### src/rtl/dmem_ctrl.sv
// dmem_ctrl: round-robin two-port controller for the single-port data memory with sub-word read-modify-write
module dmem_ctrl #(
  parameter int MEM_WORDS = 512
) (
  input  logic        clk,
  input  logic        rst,
  input  logic        req0_valid,
  output logic        req0_ready,
  input  logic        req0_we,
  input  logic [1:0]  req0_size,
  input  logic        req0_unsigned,
  input  logic [31:0] req0_addr,
  input  logic [31:0] req0_wdata,
  output logic        rsp0_valid,
  output logic [31:0] rsp0_rdata,
  output logic        rsp0_err,
  input  logic        req1_valid,
  output logic        req1_ready,
  input  logic        req1_we,
  input  logic [1:0]  req1_size,
  input  logic        req1_unsigned,
  input  logic [31:0] req1_addr,
  input  logic [31:0] req1_wdata,
  output logic        rsp1_valid,
  output logic [31:0] rsp1_rdata,
  output logic        rsp1_err,
  output logic [31:0] mem_addr,
  output logic [31:0] mem_wdata,
  output logic        mem_wen,
  output logic        mem_ren,
  input  logic [31:0] mem_rdata
);
  typedef enum logic {IDLE, MERGE} state_t;
  localparam logic [29:0] LIMIT = 30'(MEM_WORDS);
  state_t state, state_n;
  logic pref, gnt_v, gnt, s_we, s_uns, s_err, fin, fin_port, fin_err, m_port;
  logic [1:0] s_size, m_size;
  logic [31:0] s_addr, s_wdata, fin_data, m_addr, m_wdata, m_word;

  function automatic logic [31:0] ext(input logic [31:0] w, input logic [1:0] sz, input logic [1:0] a, input logic u);
    logic [7:0] b;
    logic [15:0] h;
    b = w[{a, 3'b000} +: 8];
    h = a[1] ? w[31:16] : w[15:0];
    return sz == 2'b00 ? {{24{b[7] & ~u}}, b} : sz == 2'b01 ? {{16{h[15] & ~u}}, h} : w;
  endfunction

  function automatic logic [31:0] merge(input logic [31:0] w, input logic [1:0] sz, input logic [1:0] a, input logic [31:0] d);
    logic [31:0] m;
    m = w;
    if (sz == 2'b00) m[{a, 3'b000} +: 8] = d[7:0];
    else m[{a[1], 4'b0000} +: 16] = d[15:0];
    return m;
  endfunction

  // arbitration, memory port drive and next state
  always_comb begin
    gnt_v = !rst && state == IDLE && (req0_valid || req1_valid);
    gnt = req1_valid && (!req0_valid || pref);
    s_we = gnt ? req1_we : req0_we;
    s_size = gnt ? req1_size : req0_size;
    s_uns = gnt ? req1_unsigned : req0_unsigned;
    s_addr = gnt ? req1_addr : req0_addr;
    s_wdata = gnt ? req1_wdata : req0_wdata;
    s_err = s_size == 2'b11 || (s_size == 2'b01 && s_addr[0]) || (s_size == 2'b10 && s_addr[1:0] != 2'b00) || s_addr[31:2] >= LIMIT;
    req0_ready = gnt_v && !gnt;
    req1_ready = gnt_v && gnt;
    mem_addr = '0;
    mem_wdata = '0;
    mem_wen = 1'b0;
    mem_ren = 1'b0;
    state_n = IDLE;
    if (state == MERGE && !rst) begin
      mem_wen = 1'b1;
      mem_addr = {m_addr[31:2], 2'b00};
      mem_wdata = merge(m_word, m_size, m_addr[1:0], m_wdata);
    end else if (gnt_v && !s_err) begin
      mem_addr = {s_addr[31:2], 2'b00};
      mem_wen = s_we && s_size == 2'b10;
      mem_ren = !(s_we && s_size == 2'b10);
      mem_wdata = s_we && s_size == 2'b10 ? s_wdata : '0;
      state_n = s_we && s_size != 2'b10 ? MERGE : IDLE;
    end
  end

  // completion info for the response registers; kept apart from the address path because it consumes mem_rdata
  always_comb begin
    fin = state == MERGE || (gnt_v && state_n == IDLE);
    fin_port = state == MERGE ? m_port : gnt;
    fin_err = state == IDLE && s_err;
    fin_data = state == IDLE && !s_err && !s_we ? ext(mem_rdata, s_size, s_addr[1:0], s_uns) : '0;
  end

  // state, round-robin pointer, merge context and registered responses
  always_ff @(posedge clk) begin
    if (rst) begin
      state <= IDLE;
      pref <= 1'b0;
      m_port <= 1'b0;
      m_addr <= '0;
      m_size <= '0;
      m_wdata <= '0;
      m_word <= '0;
      rsp0_valid <= 1'b0;
      rsp0_err <= 1'b0;
      rsp0_rdata <= '0;
      rsp1_valid <= 1'b0;
      rsp1_err <= 1'b0;
      rsp1_rdata <= '0;
    end else begin
      state <= state_n;
      rsp0_valid <= fin && !fin_port;
      rsp1_valid <= fin && fin_port;
      rsp0_err <= fin && !fin_port && fin_err;
      rsp1_err <= fin && fin_port && fin_err;
      rsp0_rdata <= fin && !fin_port ? fin_data : '0;
      rsp1_rdata <= fin && fin_port ? fin_data : '0;
      if (gnt_v) pref <= !gnt;
      if (state_n == MERGE) begin
        m_port <= gnt;
        m_addr <= s_addr;
        m_size <= s_size;
        m_wdata <= s_wdata;
        m_word <= mem_rdata;
      end
    end
  end
endmodule

### config.mk
export PLATFORM = sky130hd
export DESIGN_NAME = dmem_ctrl
export DESIGN_NICKNAME = d
export VERILOG_FILES = /design/src/rtl/dmem_ctrl.sv
export SDC_FILE = /design/constraint.sdc
export NUM_CORES = 1
export LEC_CHECK = 0
export CAP_MARGIN = 20
export CELL_PAD_IN_SITES_DETAIL_PLACEMENT = 1
export CELL_PAD_IN_SITES_GLOBAL_PLACEMENT = 2
export CORE_MARGIN = 5
export CORE_UTILIZATION = 21
export DETAILED_ROUTE_END_ITERATION = 16
export GPL_ROUTABILITY_DRIVEN = 0
export GPL_TIMING_DRIVEN = 0
export HOLD_SLACK_MARGIN = 0.12
export PLACE_DENSITY = 0.79
export RECOVER_POWER = 50
export SYNTH_ARGS = -nofsm -noshare
export SYNTH_HDL_FRONTEND = slang
export SYNTH_SLANG_ARGS = --single-unit
### constraint.sdc
create_clock -name clk -period 3.9 [get_ports clk]
set_input_delay 1.17 -clock clk [delete_from_list [all_inputs] [get_ports clk]]
set_output_delay 1.17 -clock clk [all_outputs]
set_load 0.02 [all_outputs]
==> impl_metrics.py, run 1 <==
metrics = {
    "synth": {
        "post-synth-top-area-fraction_pct": 43.2,
        "yosys_warnings": 0,
        "synth.avg_cell_area_sq_um": 8.95,
        "synth.area.top_cells": "dfxtp_1, mux2i_1, nand2_1",
        "synth_cell_types": 57,
        "seq_area_frac_synth_pct": 43.2,
        "syn_inst": 792,
        "yosysTopAreaCell": "dfxtp_1",
        "synth-async-reset-ratio_pct": 0,
        "synth_ff_type": "dfxtp_1",
        "synthesis.area_sq_mm": 0.00709,
        "synth_edf_count": 0,
        "ys_ff_latch": 153,
    },
    "pwr": {
        "combPwrFrac_pct": 15.7,
        "seqPwrFrac_pct": 40.2,
        "p_per_area_mw_per_mm2": 307,
        "power.internal_mw": 2.75,
        "total_power_mw": 3.89,
        "pwr-share-clk_pct": 44.0,
        "leakage_nw": 4.75,
        "peakVddDrop_v": 0.000311,
        "netSwitchingPower_mw": 1.14,
        "swShare_pct": 29.3,
    },
    "cells_and_area": {
        "final_cells": 1611,
        "drive_above_1_share_pct": 27.5,
        "diodes": 0,
        "final_core_util_pct": 37.9,
        "num-nets-final": 1327,
        "syn_to_final_growth_pct": 78.9,
    },
    "global_routing": {
        "grt_max_degree": 20,
        "track_usage_pct": 17.6,
        "grt-ovfl-total": 0,
        "antenna_found_initial": 2,
        "grt_pass1_vias": 8387,
        "grt_pass1_wl_microns": 51400,
    },
    "floorplan": {
        "core_area_sq_mm": 0.0334,
        "die_x_microns": 194,
        "die_area_sq_mm": 0.0375,
        "ios": 308,
        "die_y_microns": 194,
        "rows": 67,
        "start_util_pct": 21.2,
    },
    "sta": {
        "finClkSkew_ps": 12.6,
        "fmax_ghz": 0.245,
        "setup_slack_ps": -189,
        "finalCriticalPeriod_ps": 4090,
        "worst_pin_slew_ps": 776,
        "final-setup-viol-count": 43,
        "min_period_over_period_pct": 105,
        "drv_slew": 0,
        "slew_headroom_pct": 48.3,
        "rsz0062_at_grt": "true",
        "tns_ps": -6020,
        "hold_violations": 0,
        "hold_ws_ps": 467,
    },
    "placement": {
        "placed_cells": 1546,
        "portBuffers": 305,
        "hpwlAfterDp_microns": 26400,
    },
    "critical_path": {
        "cp-end-kind": "output port",
        "cp.arrival_ps": 2920,
        "worst_setup_path_start_kind": "input port",
        "crit_required_ps": 2730,
        "rrSetupSlack_ps": 1170,
        "crit_fanout": 8,
        "critPathKind": "input port to output port",
    },
    "job": {
        "cap_violations": 0,
    },
    "min_path": {
        "hold_path_class": "flip-flop to flip-flop",
    },
    "drt": {
        "drc": 0,
        "wire_per_inst_microns": 21.2,
        "viasPerCell": 4.73,
        "drtIter0Drc": 393,
        "drt-total-wl_microns": 34200,
        "ant_nets": 0,
        "first_pass_iters": 5,
        "vias": 7618,
    },
    "run_status": {
        "failed_checks": "negative setup slack",
        "status": "finished, violations left",
    },
    "clock_network": {
        "cts_tree": "yes",
        "htreeDepth": 4,
        "clk_pin_slew_ps": 70,
        "clk_latency_ps": 440,
        "cts_buffer_depth": 2,
        "numCtsBuffers": 17,
        "root_buffer": "clkbuf_16",
        "clock-sinks": 153,
    },
}
## registers in the layout, indices dropped and copies added, names as in the netlist
register    count
m_addr         32
m_word         32
rsp0_rdata     32
rsp1_rdata     32
m_wdata        16
m_size          2
m_port          1
pref            1
rsp0_err        1
rsp0_valid      1
rsp1_err        1
rsp1_valid      1
state           1
## synth_stat cells, types with 2 or more instances
library cell,number
nand2_1,91
nand2b_1,4
o21ai_1,21
and2_1,22
a21oi_1,50
buf_4,10
a22oi_1,17
o21ai_0,5
nor2_1,86
a211oi_1,20
a222oi_1,16
nand4_1,2
buf_1,4
nand3b_1,2
nor3_1,7
mux2_2,9
mux4_2,7
nand3_1,14
a41o_1,2
ha_1,5
a211oi_2,10
o221ai_1,3
inv_1,13
o211a_1,3
o22ai_1,33
clkbuf_1,29
o211ai_1,18
nor4_1,11
nor2b_1,2
and3_1,23
buf_2,19
or2_1,2
mux2i_1,55
dfxtp_1,153
nor4_2,2
## cell usage in the layout (no fill, tap or decap), types with 5 or more instances in the layout
| cell | instances |
|---|---|
| a22oi_1 | 17 |
| nand3_1 | 13 |
| a21oi_1 | 47 |
| dlygate4sd2_1 | 9 |
| and3_1 | 23 |
| clkbuf_16 | 21 |
| a211oi_2 | 10 |
| dfxtp_1 | 152 |
| clkbuf_2 | 14 |
| nor4_4 | 6 |
| clkdlybuf4s15_2 | 5 |
| a211oi_1 | 20 |
| mux2i_2 | 17 |
| buf_4 | 35 |
| ha_1 | 5 |
| clkdlybuf4s50_1 | 187 |
| nand2_1 | 86 |
| mux2_2 | 9 |
| mux2i_4 | 5 |
| o21ai_1 | 10 |
| o21ai_4 | 7 |
| nor2_1 | 82 |
| mux2i_1 | 34 |
| o22ai_4 | 32 |
| buf_2 | 26 |
| mux4_2 | 7 |
| buf_6 | 53 |
| a222oi_1 | 16 |
| inv_1 | 9 |
| clkbuf_1 | 19 |
| clkdlybuf4s15_1 | 24 |
| buf_12 | 8 |
| o21ai_2 | 5 |
| and2_1 | 22 |
| o211ai_1 | 18 |
## timing repair
item                                    in CTS  in global routing
pin swaps                                   23                 21
resized for setup                          554                 82
hold buffers                                 0                  0
gates cloned                                 4                  1
endpoints found under the setup margin      66                 62
buffers inserted                            20                 11
## final cells by class
cell class                 count  area, sq um
timing repair buffer         338         3330
buffer                        63          505
fill                        3694        20800
multi-input combinational    564         4570
sequential                   153         3060
clock inverter                15          186
inverter                      13         52.6
clock buffer                  17          425
tap                          448          561
## power groups by stage
stage | Combinational (mW) | Sequential [mW] | Clock, mW
floorplan | 0.240 | 1.61 | 0
global placement | 0.529 | 1.60 | 0
detailed placement | 0.533 | 1.60 | 0
CTS | 0.590 | 1.57 | 1.77
global route | 0.648 | 1.57 | 1.83
finish | 0.611 | 1.57 | 1.71
## path summary, 6_finish.rpt
check,cells after the start,from,end
worst min-delay path,2,m_word[20],m_word[20]
worst max-delay path,10,req1_addr[1],mem_wdata[30]
worst min register to register,2,m_word[20],m_word[20]
worst max register to register,9,pref,rsp1_rdata[5]
## worst max-delay path, stage by stage
cell             delay, ps
clkdlybuf4s15_1        260
o21ai_2                220
a21oi_4                 90
nor4_4                 270
or2_4                  210
nand3_4                 90
buf_12                 170
clkbuf_16              170
o22ai_4                110
buf_6                  140
## routing by layer
layer | GRT usage, % | share of wire [%] | vias to the layer above
met3 | 5.44 | 7.1 | 39
met1 | 21.4 | 42 | 3666
met5 | 0 | 0.079 | -
li1 | - | - | 3626
met2 | 30.2 | 49 | 283
met4 | 4.93 | 2.0 | 4
## kinds of logic (layout without fill, tap and decap cells)
family / after synthesis / after routing / share of synthesized area [%]
and+or+nand+nor: 274 / 274 / 17.9
AOI/OAI and AO/OA: 211 / 211 / 21.2
DFF: 153 / 153 / 43.2
buffers and inverters: 76 / 446 / 4.99
muxes: 72 / 72 / 11.7
adders and majority gates: 5 / 5 / 0.882
other: 1 / 2 / 0.0529
## through the flow
step	setup slack, ps	instance area, sq um
after global routing	-287	12700
after global placement	-1560	11000
after detailed placement	-1600	11000
after floorplan	-45.5	7360
final	-189	12700
after CTS	-375	12500
(Power assumes the default switching activity.)
==> run 2, diff against run 1 <==
Settings changed: SETUP_SLACK_MARGIN set to 0.3.
==> run 2 against run 1 <==
  * Critical path type unchanged
  * Worst hold slack worse by 9.0 ps
  * Power rose by 0.54%
  * Wire length is 0.94% higher
  * Global-route usage up 0.13 points
  * Maximum frequency down 4.3%
  * Highest routed layer unchanged
  * The run still ends with negative setup slack left
  * Critical endpoint is now mem_wdata[18]
==> impl_metrics.py, run 2 (same netlist as run 1, synthesis figures left out) <==
metrics = {
    "global_routing": {
        "grt_pass1_wl_microns": 52200,
        "track_usage_pct": 17.8,
        "antenna_found_initial": 1,
        "grt_max_degree": 17,
        "grt_pass1_vias": 8314,
        "grt-ovfl-total": 0,
    },
    "placement": {
        "portBuffers": 305,
        "dpl_cell_area_sq_mm": 0.0113,
        "placed_cells": 1546,
        "pre_cts_slack_ps": -1560,
        "hpwlAfterDp_microns": 26900,
    },
    "drt": {
        "wire_per_inst_microns": 21.3,
        "vias": 7741,
        "viasPerCell": 4.78,
        "drt-total-wl_microns": 34500,
        "drc": 0,
        "ant_nets": 0,
        "drtIter0Drc": 278,
        "first_pass_iters": 5,
    },
    "run_status": {
        "status": "finished, violations left",
        "failed_checks": "negative setup slack",
    },
    "clock_network": {
        "cts_buffer_depth": 2,
        "clock-sinks": 153,
        "root_buffer": "clkbuf_16",
        "numCtsBuffers": 17,
        "cts_tree": "yes",
        "clk_latency_ps": 430,
        "clk_pin_slew_ps": 70,
        "htreeDepth": 4,
    },
    "cells_and_area": {
        "drive_above_1_share_pct": 27.8,
        "num-nets-final": 1333,
        "design_area_sq_mm": 0.0128,
        "syn_to_final_growth_pct": 80.5,
        "final_core_util_pct": 38.3,
        "mostFrequentLayoutCells": "clkdlybuf4s50_1, dfxtp_1, nand2_1",
        "nFillCells": 3733,
        "final_common_cell": "clkdlybuf4s50_1",
        "final_cells": 1618,
    },
    "critical_path": {
        "cp.arrival_ps": 3100,
        "rr_startpoint": "pref",
        "cp-end-kind": "output port",
        "crit_fanout": 5,
        "crit_start": "req0_addr[18]",
        "crit_required_ps": 2730,
        "worst_setup_path_start_kind": "input port",
        "critPathKind": "input port to output port",
    },
    "pwr": {
        "power.internal_mw": 2.84,
        "p_per_area_mw_per_mm2": 306,
        "pwr-share-clk_pct": 44.2,
        "combPwrFrac_pct": 15.7,
        "seqPwrFrac_pct": 40.1,
        "peakVddDrop_v": 0.000213,
        "swShare_pct": 27.3,
        "netSwitchingPower_mw": 1.07,
        "leakage_nw": 4.82,
    },
    "floorplan": {
        "start_util_pct": 21.2,
        "die_y_microns": 194,
        "die_x_microns": 194,
        "die_area_sq_mm": 0.0375,
        "core_area_sq_mm": 0.0334,
        "rows": 67,
        "ios": 308,
    },
    "sta": {
        "hold_violations": 0,
        "min_period_over_period_pct": 110,
        "final-setup-viol-count": 43,
        "fmax_ghz": 0.234,
        "worst_pin_slew_ps": 799,
        "hold_ws_ps": 458,
        "finClkSkew_ps": 10.6,
        "setup_slack_ps": -373,
        "rsz0062_at_grt": "true",
        "slew_headroom_pct": 45.4,
        "drv_slew": 0,
        "finalCriticalPeriod_ps": 4270,
    },
    "min_path": {
        "hold_start": "m_word[28]",
        "hold_path_class": "flip-flop to flip-flop",
    },
    "job": {
        "cap_violations": 0,
    },
}
[run 2: per-stage QoR]
step	TNS (ps)	power, mW
floorplan	-0.777	1.86
global placement	-80850	2.15
detailed placement	-84770	2.16
CTS	-15330	3.95
global route	-17350	4.06
finish	-14140	3.91
[run 2: area by class of cell]
class | count | area [sq um] | share of cell area, %
repair buffers | 344 | 3390 | 26.5
clock inverters | 15 | 176 | 1.38
inverters | 13 | 48.8 | 0.381
flip-flops and latches | 153 | 3060 | 23.9
multi-input cells | 564 | 4630 | 36.2
clock buffers | 17 | 425 | 3.32
plain buffers | 63 | 497 | 3.88
well taps | 448 | 561 | 4.38
diodes | 1 | 2.50 | 0.0196
[run 2: timing repair]
action	CTS	global route
gates resized for setup	509	66
hold buffers	0	0
setup buffers	21	13
gates cloned	4	1
setup endpoints to repair	67	66
pin swaps	23	16
[run 2: critical path, cell delays in order]
cell     delay, ps
buf_6           90
nor4_4         260
nand4_1        220
nor4_4         380
or2_4          210
nand3_4        160
buf_12         190
buf_12         140
o22ai_4        120
buf_6          150
[run 2: metal layers]
layer	vias to the layer above	share of wire, %	track usage [%]
met3	25	6.8	5.54
met4	2	1.1	3.38
met1	3798	44	22.8
li1	3638	-	-
met2	278	48	29.7
met5	-	0.020	0
[run 2: worst paths after layout]
| check | end | cells after the start | slack, ps |
|---|---|---|---|
| worst max-delay path | mem_wdata[18] | 10 | -370 |
| worst max register to register | rsp1_rdata[11] | 7 | 1090 |
| worst min-delay path | m_word[28] | 2 | 460 |
| worst min register to register | m_word[28] | 2 | 460 |
[run 2: power by group through the flow]
stage          registers, mW  logic (mW)  clock network, mW
6_report                1.57       0.616               1.73
5_1_grt                 1.57       0.656               1.84
4_1_cts                 1.57       0.611               1.77
3_5_place_dp            1.60       0.555                  0
3_3_place_gp            1.60       0.550                  0
2_1_floorplan           1.61       0.256                  0
==> run 3, diff against run 2 <==
Settings changed: ABC_AREA set to 1, PLACE_DENSITY 0.79 to 0.81.
==> run 3 against run 2 <==
  * The flow still finishes with violations (negative setup slack)
  * Power rose by 4.8%
  * Cell count grew 32%
  * Global-route usage about the same
  * Register-to-register slack improved by 50 ps
  * Clock-buffer cell count did not move
  * Area after synthesis is 18% higher
  * Synthesized cell count increased by 57%
  * Critical path type unchanged
  * Critical endpoint is now mem_wdata[24]
  * Largest cell class unchanged
==> impl_metrics.py, run 3 <==
metrics = {
    "global_routing": {
        "grt_pass1_wl_microns": 61000,
        "grt-ovfl-total": 0,
        "antenna_found_initial": 2,
        "grt_pass1_vias": 10400,
        "track_usage_pct": 17.8,
        "grt_max_degree": 17,
    },
    "placement": {
        "hpwlAfterDp_microns": 32000,
        "pre_cts_slack_ps": -1920,
        "dpl_cell_area_sq_mm": 0.0126,
        "portBuffers": 304,
    },
    "cells_and_area": {
        "syn_to_final_growth_pct": 64.9,
        "regArea_sq_mm": 0.00306,
        "final_core_util_pct": 34.8,
        "mostFrequentLayoutCells": "nand2_1, nor2_1, dfxtp_1",
        "nFillCells": 4806,
        "num-nets-final": 1779,
        "multiInputGateArea_sq_mm": 0.00513,
        "drive_above_1_share_pct": 18.0,
        "design_area_sq_mm": 0.0138,
        "final_common_cell": "nand2_1",
    },
    "critical_path": {
        "r2r_end": "m_word[3]",
        "reg2reg_depth": 17,
        "crit_fanout": 7,
        "path_common_cell": "nand2_1",
        "cp-end-kind": "output port",
        "cp_slowest_stage_delay_ps": 200,
        "worst_path_max_delay_cell": "nor2_4",
        "rr_startpoint": "pref",
        "crit_required_ps": 2730,
        "cp.arrival_ps": 3160,
        "rrSetupSlack_ps": 1140,
        "worst_setup_path_start_kind": "input port",
        "critPathKind": "input port to output port",
        "crit_chain": "buf_8 > nand2_8 > nand2_8 > buf_8 > nand2_2 > nand2_1 > nand2_1 > nor2_1 > nand2_1 > nor2_4 > nand3_4 > buf_12 > buf_12 > clkbuf_16 > o31ai_4 > buf_6",
    },
    "clock_network": {
        "clk_latency_ps": 440,
        "htreeDepth": 4,
        "numCtsBuffers": 17,
        "cts_tree": "yes",
        "root_buffer": "clkbuf_16",
        "clock-sinks": 153,
        "clk_pin_slew_ps": 70,
        "cts_buffer_depth": 2,
    },
    "synth": {
        "yosys_warnings": 0,
        "synth_cell_types": 37,
        "ys_ff_latch": 153,
        "yosysTopAreaCell": "dfxtp_1",
        "synth-async-reset-ratio_pct": 0,
        "post-synth-top-area-fraction_pct": 36.7,
        "synth_edf_count": 0,
        "synth_ff_type": "dfxtp_1",
        "seq_area_frac_synth_pct": 36.7,
        "synth.avg_cell_area_sq_um": 6.70,
        "synth.area.top_cells": "dfxtp_1, nand2_1, nor2_1",
        "yosysMostFrequentCell": "nand2_1",
        "syn_inst": 1244,
        "synthesis.area_sq_mm": 0.00834,
        "yosys-top-cells-count": "nand2_1, nor2_1, dfxtp_1",
    },
    "sta": {
        "finalCriticalPeriod_ps": 4330,
        "slew_headroom_pct": 58.2,
        "finClkSkew_ps": 7.87,
        "min_period_over_period_pct": 111,
        "setup_slack_ps": -433,
        "fmax_ghz": 0.231,
        "hold_ws_ps": 446,
        "hold_violations": 0,
        "drv_slew": 0,
        "worst_pin_slew_ps": 627,
        "rsz0062_at_grt": "true",
        "final-setup-viol-count": 43,
    },
    "floorplan": {
        "core_area_sq_mm": 0.0395,
        "ios": 308,
        "rows": 73,
        "start_util_pct": 21.1,
        "die_x_microns": 209,
        "die_area_sq_mm": 0.0438,
        "die_y_microns": 209,
    },
    "drt": {
        "drt-total-wl_microns": 40300,
        "drc": 0,
        "drtIter0Drc": 559,
        "wire_per_inst_microns": 18.8,
        "first_pass_iters": 5,
        "viasPerCell": 4.59,
        "vias": 9835,
        "ant_nets": 0,
    },
    "min_path": {
        "holdPathEnd": "m_addr[24]",
        "hold_path_class": "flip-flop to flip-flop",
        "hold_start": "m_addr[24]",
        "hold_depth": 2,
    },
    "pwr": {
        "leakage_nw": 5.62,
        "total_power_mw": 4.10,
        "p_per_area_mw_per_mm2": 298,
        "peakVddDrop_v": 0.000225,
    },
    "run_status": {
        "status": "finished, violations left",
        "failed_checks": "negative setup slack",
    },
    "job": {
        "cap_violations": 0,
    },
}
## run 3: changes by cell type after synthesis, moves of 20 or more
cell,previous run,this run
a211oi_1,20,0
and2_1,22,0
and3_1,23,0
inv_1,13,72
mux2i_1,55,26
nand2_1,91,333
nand3_1,14,115
nor2_1,86,166
o21ai_0,5,26
o22ai_1,33,8
o31ai_1,0,24
## run 3: where the power goes
| part | internal [mW] | leakage (nW) | switching, mW |
|---|---|---|---|
| Clock | 1.10 | 0.318 | 0.769 |
| Sequential | 1.56 | 1.23 | 0.00105 |
| Combinational | 0.305 | 4.07 | 0.360 |
## run 3: metal layers
metal  GRT usage [%]  vias up  wire length [microns]
li1                -     4824                      -
met5               0        -                      0
met2            29.9      223                  19400
met4            4.39        0                    724
met3            3.74       35                   1870
met1            23.4     4753                  18400
## run 3: worst max-delay path by stage
stage / from / slack (ps) / endpoint / depth (start not counted)
final: req0_valid / -430 / mem_wdata[24] / 16
after global routing: req0_valid / -490 / mem_wdata[30] / 16
after CTS: req0_valid / -440 / mem_wdata[5] / 16
after detailed placement: req0_valid / -1920 / mem_wdata[20] / 12
after global placement: req0_valid / -1910 / mem_wdata[20] / 12
after floorplan: req1_valid / -40 / mem_wdata[16] / 12
## run 3: cells by family after synthesis
group | count (synthesis) | synth area share [%]
AO/OA/AOI/OAI | 197 | 15.0
multiplexers | 26 | 3.12
buffers and inverters | 174 | 9.02
adder cells (fa/ha/maj) | 5 | 0.750
AND/OR/NAND/NOR | 688 | 35.4
flip-flops | 153 | 36.7
other | 1 | 0.0450
## run 3: what timing repair did
action,in CTS,in global routing
cloned,3,3
pin swaps,45,15
hold buffers,0,0
resized for setup,413,47
setup endpoints to repair,146,60
buffers inserted,19,9
## run 3: layout make-up
type | instances | area share, %
Multi-Input combinational cell | 919 | 37.3
Timing Repair Buffer | 337 | 24.0
Sequential cell | 153 | 22.3
Tap cell | 525 | 4.78
Buffer | 90 | 4.54
Clock buffer | 17 | 3.09
Inverter | 84 | 2.35
Clock inverter | 15 | 1.67
Antenna cell | 2 | 0.0364
## run 3: worst max-delay path: cells and delay by family
family	cells	cell delay [ps]
simple gates	9	970
buf+inv	6	840
compound gates	1	180
## run 3: metrics by stage
stage	TNS (ps)	cells
global placement	-124470	2074
detailed placement	-126290	2074
floorplan	-298	1245
global route	-18510	2142
CTS	-14080	2128
finish	-15240	2142
